## src/rtl/uart_rx_ctrl.sv

```systemverilog
// uart_rx_ctrl: 8N1 UART receiver FSM driving receive-data/control register write enables.
// Bits are sampled mid-cell from a 2-flop synchronized copy of the line.
module uart_rx_ctrl #(
    parameter int DIV = 868
) (
    input  logic       clk_i,
    input  logic       rst_ni,
    input  logic       rx_i,
    input  logic       rx_pending_i,
    output logic [7:0] data_o,
    output logic       we_data_o,
    output logic       we_ctrl_o,
    output logic       ferr_o,
    output logic       overrun_o,
    output logic       busy_o
);
    localparam int CW = $clog2(DIV);
    localparam logic [CW-1:0] HALF = CW'(DIV / 2 - 1);
    localparam logic [CW-1:0] FULL = CW'(DIV - 1);

    localparam logic [2:0] S_IDLE  = 3'd0;
    localparam logic [2:0] S_START = 3'd1;
    localparam logic [2:0] S_DATA  = 3'd2;
    localparam logic [2:0] S_STOP  = 3'd3;
    localparam logic [2:0] S_WRITE = 3'd4;
    localparam logic [2:0] S_FERR  = 3'd5;
    localparam logic [2:0] S_WAIT  = 3'd6;

    logic [1:0]    r_sync;
    logic [2:0]    r_state;
    logic [CW-1:0] r_cnt;
    logic [2:0]    r_idx;
    logic [7:0]    r_shift;
    logic [7:0]    r_data;
    logic          w_rx_s;

    assign w_rx_s = r_sync[1];

    always_ff @(posedge clk_i) begin
        if (!rst_ni) begin
            r_sync  <= 2'b11;
            r_state <= S_IDLE;
            r_cnt   <= '0;
            r_idx   <= '0;
            r_shift <= '0;
            r_data  <= '0;
        end else begin
            r_sync <= {r_sync[0], rx_i};
            case (r_state)
                S_IDLE: if (!w_rx_s) begin
                    r_state <= S_START;
                    r_cnt   <= '0;
                end
                S_START: begin
                    r_cnt <= r_cnt + 1'b1;
                    if (r_cnt == HALF) begin
                        r_cnt   <= '0;
                        r_idx   <= '0;
                        r_state <= w_rx_s ? S_IDLE : S_DATA;
                    end
                end
                S_DATA: begin
                    r_cnt <= r_cnt + 1'b1;
                    if (r_cnt == FULL) begin
                        r_cnt   <= '0;
                        r_shift <= {w_rx_s, r_shift[7:1]};
                        r_idx   <= r_idx + 3'd1;
                        if (r_idx == 3'd7) r_state <= S_STOP;
                    end
                end
                S_STOP: begin
                    r_cnt <= r_cnt + 1'b1;
                    if (r_cnt == FULL) begin
                        r_cnt   <= '0;
                        r_state <= w_rx_s ? S_WRITE : S_FERR;
                        // Loaded here so data_o already shows the byte during the WRITE pulse
                        if (w_rx_s) r_data <= r_shift;
                    end
                end
                S_WRITE: r_state <= S_IDLE;
                S_FERR:  r_state <= S_WAIT;
                S_WAIT:  if (w_rx_s) r_state <= S_IDLE;
                default: r_state <= S_IDLE;
            endcase
        end
    end

    assign data_o    = r_data;
    assign we_data_o = r_state == S_WRITE;
    assign we_ctrl_o = r_state == S_WRITE;
    assign overrun_o = (r_state == S_WRITE) && rx_pending_i;
    assign ferr_o    = r_state == S_FERR;
    assign busy_o    = r_state != S_IDLE;
endmodule

```

## config.mk

```make
export PLATFORM = sky130hd
export DESIGN_NAME = uart_rx_ctrl
export DESIGN_NICKNAME = d
export VERILOG_FILES = /design/src/rtl/uart_rx_ctrl.sv
export SDC_FILE = /design/constraint.sdc
export NUM_CORES = 1
export LEC_CHECK = 0
export CAP_MARGIN = 10
export CORE_UTILIZATION = 45
export CTS_BUF_LIST = sky130_fd_sc_hd__clkbuf_8
export CTS_CLUSTER_SIZE = 24
export DETAILED_ROUTE_END_ITERATION = 8
export PLACE_DENSITY = 0.65
export SYNTH_ARGS = -nofsm -noshare
export SYNTH_HDL_FRONTEND = slang
export SYNTH_SLANG_ARGS = --single-unit
export TNS_END_PERCENT = 20
```

## constraint.sdc

```tcl
create_clock -name clk_i -period 2.1 [get_ports clk_i]
set_input_delay 0.42 -clock clk_i [delete_from_list [all_inputs] [get_ports clk_i]]
set_output_delay 0.42 -clock clk_i [all_outputs]
set_load 0.05 [all_outputs]
```

==> results.sh <==
export IMPL_n_antenna_cell=0
export IMPL_antenna_found_initial=0
export IMPL_tightest_slew_ps=502
export IMPL_skew_ps=5.87
export IMPL_gr_usage_all_layers_pct=22.8
export IMPL_ys_types=40
export IMPL_crit_fanout=2
export IMPL_cap_violations=0
export IMPL_drive_gt1_share_pct=18.2
export IMPL_initialDrtViolationCount=63
export IMPL_die_width_um=61.9
export IMPL_grt_max_degree=16
export IMPL_cts_buffers=5
export IMPL_cp_start_kind="register"
export IMPL_report_final_hold_viol_count=0
export IMPL_nets=227
export IMPL_final_util_pct=61.3
export IMPL_io_pins=17
export IMPL_ys_seq_elements=34
export IMPL_hold_path_class="reg2reg"
export IMPL_slew_headroom_pct=66.4
export IMPL_layout_commonest_cell="dfxtp_1"
export IMPL_rsz0062_at_grt="yes"
export IMPL_syn_cell_area_um2=1620
export IMPL_status="completed"
export IMPL_holdWs_ps=408
export IMPL_grt_pass1_vias=1409
export IMPL_dr_pass1_iters=4
export IMPL_drc=0
export IMPL_slew_violations=0
export IMPL_worstRegToRegCells=6
export IMPL_grt_pass1_wl_um=6270
export IMPL_cts_max_path_buffers=2
export IMPL_fin_cells=266
export IMPL_vdd_drop_max_mv=0.348
export IMPL_final_cell_mix="dfxtp_1, nand2_1, nand3_1, buf_4, nor2_1"
export IMPL_r2r_setup_slack_ps=30
export IMPL_ctsHoldBuffers=0
export IMPL_dieHeight_um=61.9
export IMPL_placed_cells=257
export IMPL_powerDensity_nw_per_um2=585
export IMPL_yosys_warnings=0
export IMPL_r2r_start="r_cnt[0]"
export IMPL_ant_nets=0
export IMPL_hpwlAfterDp_um=2650
export IMPL_grt_ovfl_total=0
export IMPL_preCtsSetupSlack_ps=80.6
export IMPL_via_per_inst=5.50
export IMPL_start_util_pct=47.7
export IMPL_leakage_uw=0.000806
export IMPL_setup_viol=0
export IMPL_yosysSeqAreaShare_pct=42.1
export IMPL_worst_slack_ps=32.8
export IMPL_avgSynthCellArea_um2=8.46
export IMPL_vias=1463
export IMPL_syn_inst=191
export IMPL_r2r_end="r_idx[0]"
export IMPL_tritoncts="yes"
export IMPL_fin_crit_sh_pct=98.4
export IMPL_cp_end_kind="register"
export IMPL_cts_sinks=34
export IMPL_place_congestion=0.848
export IMPL_worst_ep_arrival_time_ps=2290
export IMPL_cts_clk_slew_worst_paths_ps=70
export IMPL_port_buffers=16
export IMPL_clock_fmax_mhz=484
export IMPL_crit_path_end="r_idx[0]"
export IMPL_ctsRootBufferMaster="clkbuf_8"
export IMPL_path_class="reg2reg"
export IMPL_fin_crit_ps=2070
export IMPL_crit_path_start="r_cnt[0]"
export IMPL_cp_required_ps=2320
export IMPL_routedWlPerCell_um=14.1
export IMPL_syn2layout_area_growth_pct=28.5
export IMPL_cts_htree_levels=2
export IMPL_syn_nets=199
export IMPL_coreArea_um2=3390
export IMPL_die_area_um2=3840
export IMPL_finalSetupTns_ps=0
export IMPL_insertion_delay_ps=280
export IMPL_routed_wl_um=3760
export IMPL_rows=21
-- registers in the layout (all words and copies together), names as in the netlist --
| signal | flops |
|---|---|
| r_idx | 3 |
| r_shift | 8 |
| r_state | 3 |
| data_o | 8 |
| r_sync | 2 |
| r_cnt | 10 |
-- per-stage QoR --
stage / total power, µW / area (µm²)
2_1_floorplan: 707 / 1620
3_3_place_gp: 731 / 1950
5_1_grt: 1250 / 2080
3_5_place_dp: 732 / 1950
4_1_cts: 1220 / 2040
6_report: 1210 / 2080
-- per-layer routing --
metal / share of wire [%] / up-vias / track usage (%)
li1: - / 737 / -
met1: 44 / 689 / 26.3
met2: 51 / 32 / 40.4
met3: 3.5 / 5 / 4.55
met4: 1.8 / 0 / 10.8
met5: 0 / - / 0
-- area by class of cell --
cell class              count  area, µm²
clock buffers               6       82.6
clock inverters             2       8.76
fillers                   291       1310
inverters                   2       7.51
multi-input cells         141        896
flip-flops and latches     34        684
well taps                  46       57.6
repair buffers             35        340
-- worst max-delay path: stages (launching register included) --
cell and delay (ps):
dfxtp_2 360, ha_4 140, nand4bb_1 130, or4b_1 520
a211o_1 310, or4_1 410, a21oi_1 130
-- kinds of logic (layout without fill, tap and decap cells) --
kind of cell | Yosys count | count (layout) | share of synthesized area (%)
AO/OA/AOI/OAI | 31 | 31 | 12.1
adder cells (fa/ha/maj) | 4 | 4 | 3.10
multiplexers | 11 | 11 | 6.81
buffers and inverters | 16 | 45 | 4.10
flip-flops | 34 | 34 | 42.1
AND/OR/NAND/NOR | 95 | 95 | 31.8
-- worst min path at each step --
stage | startpoint | to | cells past startpoint
after detailed placement | r_sync[0] | r_sync[1] | 1
after floorplan | r_sync[0] | r_sync[1] | 1
after global placement | r_sync[0] | r_sync[1] | 1
after CTS | r_sync[0] | r_sync[1] | 1
final | r_sync[0] | r_sync[1] | 1
after global routing | r_sync[0] | r_sync[1] | 1
-- power breakdown --
group / switching [µW] / total, µW / leakage, µW / internal, µW
Combinational: 39.6 / 65.7 / 0.000477 / 26.1
Sequential: 5.32 / 655 / 0.000276 / 649
Clock: 235 / 494 / 0.0000524 / 260
Total: 280 / 1210 / 0.000806 / 935
-- timing repair --
action                                  4_1_cts  5_1_grt
setup buffers                                 0        1
endpoints found under the hold margin         0        0
gates resized for setup                       0        7
endpoints found under the setup margin        0       14
-- synth_stat cells (all sizes together) --
cell     instances  share of area, %
dfxtp           34                42
nand2           22               5.1
nand3           20               6.2
nor2            15               3.5
a21oi           11               3.4
mux2i           11               6.8
clkbuf          10               2.3
a31oi            8               3.1
or3              7               2.7
and2             5               1.9
and3             4               1.6
buf              4               1.3
ha               4               3.1
nand2b           4               1.5
nand3b           4               1.9
o21ai            4               1.2
a211o            2               1.1
inv              2              0.46
nand4            2               1.2
nor2b            2              0.77
nor3             2              0.93
a211oi           1              0.46
a21o             1              0.46
a22oi            1              0.46
a311oi           1              0.54
a41o             1              0.62
and4             1              0.54
nand4bb          1              0.70
nor3b            1              0.46
nor4b            1              0.54
nor4bb           1              0.62
o221a            1              0.70
or3b             1              0.54
or4              1              0.46
or4b             1              0.62
Note: power is estimated with default switching activity, not from simulation.
